--- src/rtl/flex_counter_core.sv ---
// flex_counter_core: parameterizable up-counter with a programmable rollover
// value and a registered rollover flag.
//
// Counting runs from 0 up to rollover_val, then wraps to 1. The rollover
// value is unsigned, and the counter also wraps naturally modulo
// 2^NUM_CNT_BITS.
//
// Optional macro FLEX_COUNTER_WRAP_ZERO_EN makes the counter wrap to 0
// instead of 1, so one period becomes rollover_val+1 counts.
//
// Priority at each rising edge: clear > count_enable > hold.
//
// Both outputs come straight from flops, so there is no combinational path
// from any input to an output.
module flex_counter_core #(
  parameter int NUM_CNT_BITS = 4
) (
  input  logic                    clk,
  input  logic                    n_rst,
  input  logic                    clear,
  input  logic                    count_enable,
  input  logic [NUM_CNT_BITS-1:0] rollover_val,
  output logic [NUM_CNT_BITS-1:0] count_out,
  output logic                    rollover_flag
);

  localparam logic [NUM_CNT_BITS-1:0] CNT_ONE = NUM_CNT_BITS'(1);

`ifdef FLEX_COUNTER_WRAP_ZERO_EN
  localparam logic [NUM_CNT_BITS-1:0] WRAP_VAL = '0;
`else
  localparam logic [NUM_CNT_BITS-1:0] WRAP_VAL = CNT_ONE;
`endif

  logic [NUM_CNT_BITS-1:0] next_count;
  logic                    next_flag;

  // Next-state selection: clear, then terminal-count wrap or increment, else hold
  always_comb begin
    next_count = count_out;
    if (clear) begin
      next_count = '0;
    end else if (count_enable) begin
      if (count_out == rollover_val) begin
        next_count = WRAP_VAL;
      end else begin
        next_count = count_out + CNT_ONE;
      end
    end
  end

  // The flag looks ahead at the next count, so it is high exactly while
  // count_out equals rollover_val. Clear forces it low even when
  // rollover_val is 0.
  always_comb begin
    next_flag = 1'b0;
    if (!clear) begin
      next_flag = (next_count == rollover_val);
    end
  end

  // Count and flag registers, asynchronously cleared by n_rst
  always_ff @(posedge clk or negedge n_rst) begin
    if (!n_rst) begin
      count_out     <= '0;
      rollover_flag <= 1'b0;
    end else begin
      count_out     <= next_count;
      rollover_flag <= next_flag;
    end
  end

endmodule

--- config.mk ---
export PLATFORM = sky130hd
export DESIGN_NAME = flex_counter_core
export DESIGN_NICKNAME = d
export VERILOG_FILES = /design/src/rtl/flex_counter_core.sv
export SDC_FILE = /design/constraint.sdc
export NUM_CORES = 1
export LEC_CHECK = 0
export ABC_AREA = 1
export BUFFER_PORTS_ARGS = -buffer_cell sky130_fd_sc_hd__buf_2
export CAP_MARGIN = 20
export CORE_MARGIN = 2
export CORE_UTILIZATION = 30
export DETAILED_ROUTE_END_ITERATION = 16
export SETUP_SLACK_MARGIN = 0.1
export SLEW_MARGIN = 20
export SYNTH_ARGS = -nofsm -noshare
export SYNTH_HDL_FRONTEND = slang
export SYNTH_SLANG_ARGS = --single-unit
--- constraint.sdc ---
create_clock -name clk -period 2.51 [get_ports clk]
set_input_delay 0 -clock clk [delete_from_list [all_inputs] [get_ports clk]]
set_output_delay 0 -clock clk [all_outputs]
set_load 0.03 [all_outputs]
After elaboration in Yosys (flattened, before gate mapping)
Cells that the tools add are included.
{"block": "totals", "ff_bits": 5, "wordCells": 9, "out_inout_bits": 5, "in_bits": 8}
{"block": "op_classes", "n_eq_ne": 2, "add_sub_neg": 1, "muxes": 4}
{"cell": "$mux 4", "count": 3}
{"cell": "$eq 4x4->1", "count": 2}
{"cell": "$add 4x1->4 const B", "count": 1}
{"cell": "$mux 1", "count": 1}

Longest topological paths before layout
Gate-level depths: netlist of the first run.
{"block": "logic_depth", "depth_word": 6, "mapped_depth": 11, "depth_no_buf": 11}

Least setup slack after synthesis of the first run
No wires, ideal clock.
{"block": "synth_timing", "path_type": "register to register", "startpoint": "reg count_out[0]", "endpoint": "reg rollover_flag", "arrival_ns": 1.357, "stages_incl_launch_ff": 9, "synth_period_minus_slack_ns": 1.472, "path_slack_ns": 1.038, "path_buffers": 0, "path_cell_list": "dfrtp_1 ha_1 inv_1 a211oi_1 nand2_1 inv_2 nand2_1 nand3_1 nor2_1"}
{"block": "synth_between", "elab_chain_len": 6, "elab_cells_between_ends": 7}
{"item": "start, declared", "line_no": "23", "source": "output logic [NUM_CNT_BITS-1:0] count_out,"}
{"item": "start signal, assigned", "line_no": "68", "source": "count_out <= next_count;"}
{"item": "$add 4x1->4 / $eq 4x4->1 (equally long branches)", "line_no": "47, 44"}
{"item": "$mux 4 *", "line_no": "44", "source": "if (count_out == rollover_val) begin"}
{"item": "$mux 4 *", "line_no": "43", "source": "end else if (count_enable) begin"}
{"item": "$mux 4 *", "line_no": "41", "source": "if (clear) begin"}
{"item": "net next_count[1]", "line_no": "35", "source": "logic [NUM_CNT_BITS-1:0] next_count;"}
{"item": "$eq 4x4->1 *", "line_no": "58", "source": "next_flag = (next_count == rollover_val);"}
{"item": "$mux 1 *", "line_no": "57", "source": "if (!clear) begin"}
{"item": "net next_flag", "line_no": "36", "source": "logic next_flag;"}
{"item": "end signal, assigned", "line_no": "69", "source": "rollover_flag <= next_flag;"}
{"item": "end, declared", "line_no": "24", "source": "output logic rollover_flag"}
Mark *: on every way through the listed nets, which the timed path passes. The rest lies on a longest branch.

Worst setup path in the final report of the first run
Ends and elaborated chain as after synthesis.

==> out/results.tsv, run 1 <==
stage	metric	value	unit
sta	rsz0062_at_grt	false	
grt	grt_pass1_vias	335	
grt	antenna_found_initial	0	
place	numPortBuffers	12	
cts	cts-root-buf	clkbuf_4	
floorplan	ioPinCount	13	
detailed_routing	drc	0	
logic_synthesis	yosysTopAreaCell	dfrtp_1	
detailed_routing	post_drt_wl_per_cell	8.24	um
floorplan	core-area	0.00128	mm^2
grt	grt_overflow_total	0	
floorplan	die_y	40.8	um
floorplan	die_area	0.00166	mm^2
logic_synthesis	synth_flop_cell	dfrtp_1	
cts	numCtsBuffers	3	
logic_synthesis	ys_async_sr_fraction	100	%
setup_path	cp.required	2640	ps
floorplan	num_rows	13	
final_layout	area_growth	28.4	%
sta	slew_headroom	86.9	%
logic_synthesis	synth_top_area_share	30.9	%
final_layout	nets	96	
logic_synthesis	avgSynthCellArea	5.88	um^2
sta	fmax	714	MHz
detailed_routing	wl_met3	37	um
place	gp_congestion	0.759	
logic_synthesis	syn_area	405	um^2
detailed_routing	routed_wl	832	um
final_layout	drive_above_1_share	24.4	%
logic_synthesis	ys_types	13	
detailed_routing	drtIter0Drc	4	
cts	clock_sinks	5	
logic_synthesis	synth_fp_nets	78	
run_status	outcome	complete, no violations	
logic_synthesis	synth.most_common_cell	nand2_1	
sta	timing.final.crit_share	55.8	%
cts	clk_latency	240	ps
cts	htreeDepth	1	
logic_synthesis	synthTopCellsByArea	dfrtp_1, nand2_1, inv_1, nor2_1, nand3_1	
pwr	peakVddDrop	0.225	mV
detailed_routing	met2_length	397	um
cts	cts_tree	yes	
pwr	p_leak	0.324	nW
place	dpl_cell_area	484	um^2
logic_synthesis	ys_ff_latch	5	
logic_synthesis	ys_warn_count	0	
detailed_routing	viasPerCell	4.25	
setup_path	path_max_fanout	6	
sta	hold_viol	0	
detailed_routing	routed.top_layer	met4	
sta	min_period	1400	ps
sta	fin_setup_tns	0	ps
grt	grt_pass1_wl	1.28	mm
logic_synthesis	synthTopCellsByCount	nand2_1, inv_1, nor2_1	
logic_synthesis	synth_edf_count	0	
sta	worstMarginPinSlew	197	ps
logic_synthesis	synth_cells	69	
setup_path	start_kind	flip-flop	
detailed_routing	route.layer.met1.wl	386	um
sta	skew	2.33	ps
cts	post-cts-setup-buffers	0	
grt	grt.total_usage	12.4	%
setup_path	worstSetupEndpointType	flip-flop	
detailed_routing	drt-pass1-iter-count	4	
sta	setup_viol	0	
detailed_routing	route.vias.total	429	
sta	drv_slew	0	
setup_path	crit_type	reg2reg	
grt	grt_start_max_net_pins	7	
final_layout	design_area	520	um^2
cts	cts-hold-fix-buffers	1	
cts	clk_pin_slew	40	ps
floorplan	die_w	40.8	um
setup_path	arrival	1530	ps
cts	cts_resized	0	
logic_synthesis	yosysSeqAreaShare	30.9	%
worst_hold_path	hp-class	in2reg	
cts	cts_buffer_depth	2	
detailed_routing	ant_nets	0	
pwr	cellPowerDensity	454	mW/mm^2
place	hpwlAfterDp	693	um
floorplan	start_util	31.5	%
final_layout	insertedDiodeCount	0	
run	drv_cap	0	
[cell families after synthesis]
group | Yosys count | synth area share, %
xor+xnor | 1 | 2.16
buf+inv | 14 | 13.0
flops | 5 | 30.9
fa+ha+maj | 1 | 3.09
compound gates | 2 | 3.09
simple gates | 46 | 47.8
[flip-flops by register name, indices dropped and copies added, names as in the netlist]
register	cells
count_out	4
rollover_flag	1
[area by class of cell]
| class | instances | area [um^2] |
|---|---|---|
| Multi-Input combinational cell | 50 | 228 |
| Timing Repair Buffer | 13 | 70.1 |
| Tap cell | 15 | 18.8 |
| Fill cell | 156 | 764 |
| Clock buffer | 4 | 26.3 |
| Inverter | 14 | 52.6 |
| Sequential cell | 5 | 125 |
[cell usage in the layout (no fill, tap or decap)]
master,instances
a211oi_1,1
buf_2,12
clkbuf_1,1
clkbuf_4,3
dfrtp_1,5
dlygate4sd3_1,1
ha_1,1
inv_1,13
inv_2,1
nand2_1,30
nand2_2,1
nand3_1,4
nand3_2,1
nor2_1,7
nor2_2,3
o21ai_1,1
xor2_1,1
[critical path, stage by stage, from the launching register on]
cell      delay, ps
dfrtp_1         430
ha_1            300
inv_1            30
a211oi_1        190
nand2_1         120
inv_2            60
nand2_1          40
nand3_1          70
nor2_1           40
[routing by layer]
metal / global-route usage, % / vias to the layer above
met2: 17.5 / 7
met4: 12.5 / 0
met1: 15.7 / 182
met5: 0 / -
met3: 1.63 / 2
li1: - / 238
[worst paths after layout]
check	slack [ps]	startpoint	cells past startpoint	to
max in group asynchronous	2280	n_rst	2	count_out[2]$_DFF_PN0_
worst max register to register	1110	count_out[0]$_DFF_PN0_	8	rollover_flag$_DFF_PN0_
worst max-delay path	1110	count_out[0]$_DFF_PN0_	8	rollover_flag$_DFF_PN0_
worst min-delay path	60	rollover_val[1]	4	rollover_flag$_DFF_PN0_
min in group asynchronous	90	n_rst	2	rollover_flag$_DFF_PN0_
worst min register to register	710	count_out[3]$_DFF_PN0_	5	count_out[3]$_DFF_PN0_
[report_power, final]
| part | internal [mW] | switching, mW |
|---|---|---|
| combinational | 0.0199 | 0.0342 |
| sequential | 0.0844 | 0.00517 |
| clock | 0.0601 | 0.0326 |
[per-stage QoR]
step           power, mW  utilization, %  worst slack, ps  hold slack, ps  instances
2_1_floorplan      0.125               -             1040            -296         69
3_3_place_gp       0.143            37.7             1130            -179         96
3_5_place_dp       0.144            37.7             1100            -177         96
4_1_cts            0.242            40.5             1100            49.7        101
5_1_grt            0.252            40.5              987            85.1        101
6_report           0.236            40.5             1110            57.0        101
(Power assumes the default switching activity.)
==> run 2, diff against run 1 <==
Clock period 2.51 ns to 1.5 ns, I/O delays scaled along.
==> run 2 against run 1 <==
  * Cell count grew 2.0%
  * Fmax grew 1.9%
  * Non-clock buffer count grew 2
  * Cell area grew 8.4%
  * Combinational power grew 96%
  * Sequential power grew 70%
  * Critical path depth is the same
  * Total power grew 75%
  * Largest cell class unchanged
  * Sequential share of layout area shrank 1.2 points
  * Critical endpoint unchanged
  * Worst setup slack lost 980 ps
  * Global-route usage grew 1.1 points
==> out/results.tsv, run 2 (synthesized netlist as in run 1, its figures left out) <==
stage	metric	value	unit	change
run_status	outcome	complete, no violations		
detailed_routing	drt-pass1-iter-count	3		-1
final_layout	top_regs	count_out x4, rollover_flag x1		
pwr	switchingPower	0.128	mW	+78%
final_layout	design_area	564	um^2	+8.4%
place	dpl_cell_area	487	um^2	+0.52%
detailed_routing	ant_nets	0		unchanged
detailed_routing	routed_wl	894	um	+7.5%
floorplan	die_y	40.8	um	unchanged
run	drv_cap	0		unchanged
setup_path	r2r_setup_slack	130	ps	-980 ps
final_layout	final_cells	103		+2.0%
pwr	p_int	0.285	mW	+73%
grt	antenna_found_initial	0		unchanged
setup_path	crit_type	reg2reg		
place	gp_congestion	0.762		+0.47%
cts	cts_buffer_depth	2		unchanged
cts	numCtsBuffers	3		unchanged
pwr	sw_frac_of_total	31.0	%	+0.57 points
pwr	cellPowerDensity	731	mW/mm^2	+61%
setup_path	start_kind	flip-flop		
detailed_routing	post_drt_wl_per_cell	8.68	um	+5.4%
floorplan	core-area	0.00128	mm^2	unchanged
cts	clk_latency	240	ps	about the same
pwr	p_leak	0.334	nW	+3.0%
floorplan	start_util	31.5	%	unchanged
final_layout	layout_common_cells	nand2_1, inv_1, buf_2, nor2_1		
pwr	p_total	0.413	mW	+75%
setup_path	arrival	1510	ps	-20 ps
floorplan	die_area	0.00166	mm^2	unchanged
sta	rsz0062_at_grt	true		
sta	fmax	727	MHz	+1.9%
floorplan	die_w	40.8	um	unchanged
sta	slew_headroom	86.9	%	about the same
grt	grt_overflow_total	0		unchanged
grt	grt_pass1_vias	360		+7.5%
final_layout	insertedDiodeCount	0		unchanged
final_layout	fill_cells	145		-7.1%
sta	drv_slew	0		unchanged
final_layout	area_growth	39.2	%	
detailed_routing	drtIter0Drc	3		-1
final_layout	drive_above_1_share	34.1	%	+9.7 points
cts	cts-root-buf	clkbuf_4		
grt	grt_start_max_net_pins	7		unchanged
pwr	clock_power_share	37.4	%	-1.8 points
final_layout	post-route-util	43.9	%	+3.4 points
detailed_routing	drc	0		unchanged
final_layout	layout_commonest_cell	nand2_1		
sta	skew	1.45	ps	-0.876 ps
pwr	peakVddDrop	0.457	mV	+100%
cts	clk_pin_slew	40	ps	about the same
place	numPortBuffers	12		unchanged
floorplan	ioPinCount	13		unchanged
sta	setup_viol	0		unchanged
grt	grt_pass1_wl	1.33	mm	+4.3%
setup_path	worstSetupEndpointType	flip-flop		
grt	met2_usage	22.2	%	+4.8 points
sta	worstMarginPinSlew	196	ps	-0.976 ps
place	place_inst	96		unchanged
floorplan	num_rows	13		unchanged
cts	clock_sinks	5		unchanged
cts	cts_tree	yes		
grt	use_met3	3.26	%	+1.6 points
sta	timing.final.crit_share	91.7	%	+36 points
pwr	comb_power_share	25.7	%	+2.8 points
sta	min_period	1370	ps	-26.2 ps
pwr	share_seq_of_total_power	36.9	%	-1.0 points
cts	htreeDepth	1		unchanged
setup_path	path_max_fanout	6		unchanged
place	hpwlAfterDp	699	um	+0.81%
sta	fin_setup_tns	0	ps	unchanged
final_layout	largest_reg_flops	4		unchanged
final_layout	regMostFlops	count_out		
grt	top_usage_layer	met2		
setup_path	cp.required	1630	ps	-1010 ps
detailed_routing	viasPerCell	4.25		+0.12%
sta	hold_viol	0		unchanged
grt	grt_use_met1	12.9	%	-2.8 points
grt	grt.total_usage	13.5	%	+1.1 points
worst_hold_path	hp-class	in2reg		
detailed_routing	route.vias.total	438		+2.1%
final_layout	nets	98		+2.1%
[run 2: critical path: stages, from the launching register on]
cell	delay (ps)
dfrtp_2	440
ha_4	270
inv_1	40
a211oi_2	200
nand2_2	90
inv_2	60
nand2_1	60
nand3_2	70
nor2_1	40
[run 2: path summary, 6_finish.rpt]
path | from | to | depth (start not counted)
min | rollover_val[1] | rollover_flag$_DFF_PN0_ | 4
min in group asynchronous | n_rst | rollover_flag$_DFF_PN0_ | 2
max in group asynchronous | n_rst | count_out[0]$_DFF_PN0_ | 2
max | count_out[0]$_DFF_PN0_ | rollover_flag$_DFF_PN0_ | 8
min reg2reg | count_out[3]$_DFF_PN0_ | count_out[3]$_DFF_PN0_ | 5
max reg2reg | count_out[0]$_DFF_PN0_ | rollover_flag$_DFF_PN0_ | 8
[run 2: power groups by stage]
| stage | combinational [mW] | sequential [mW] | clock [mW] |
|---|---|---|---|
| after floorplan | 0.0465 | 0.163 | 0 |
| after global placement | 0.0894 | 0.152 | 0 |
| after detailed placement | 0.0910 | 0.153 | 0 |
| after CTS | 0.0956 | 0.151 | 0.163 |
| after global routing | 0.119 | 0.154 | 0.168 |
| final | 0.106 | 0.152 | 0.154 |
[run 2: final cells by class]
cell class | instances | area [um^2] | area share [%]
Multi-Input combinational cell | 50 | 253 | 44.8
Clock buffer | 4 | 26.3 | 4.66
Sequential cell | 5 | 129 | 22.8
Inverter | 14 | 52.6 | 9.31
Timing Repair Buffer | 15 | 85.1 | 15.1
Tap cell | 15 | 18.8 | 3.33
[run 2: through the flow]
step / setup WS, ps / hold slack, ps
final: 125 / 54.4
after global routing: 41.0 / 77.1
after CTS: 108 / 52.1
after detailed placement: 59.4 / -177
after global placement: 114 / -178
after floorplan: 104 / -296
[run 2: layer usage]
layer | routed length, um | part of all wire [%]
met5 | 0 | 0
met4 | 23 | 2.6
met3 | 27 | 3.0
met2 | 442 | 49
met1 | 401 | 45
[run 2: repair_timing]
item                                   4_1_cts  5_1_grt
pin swaps                                    1        1
setup buffers                                0        2
setup endpoints to repair                    1        1
endpoints found under the hold margin        5        0
hold buffers                                 1        0
gates resized for setup                      1        4
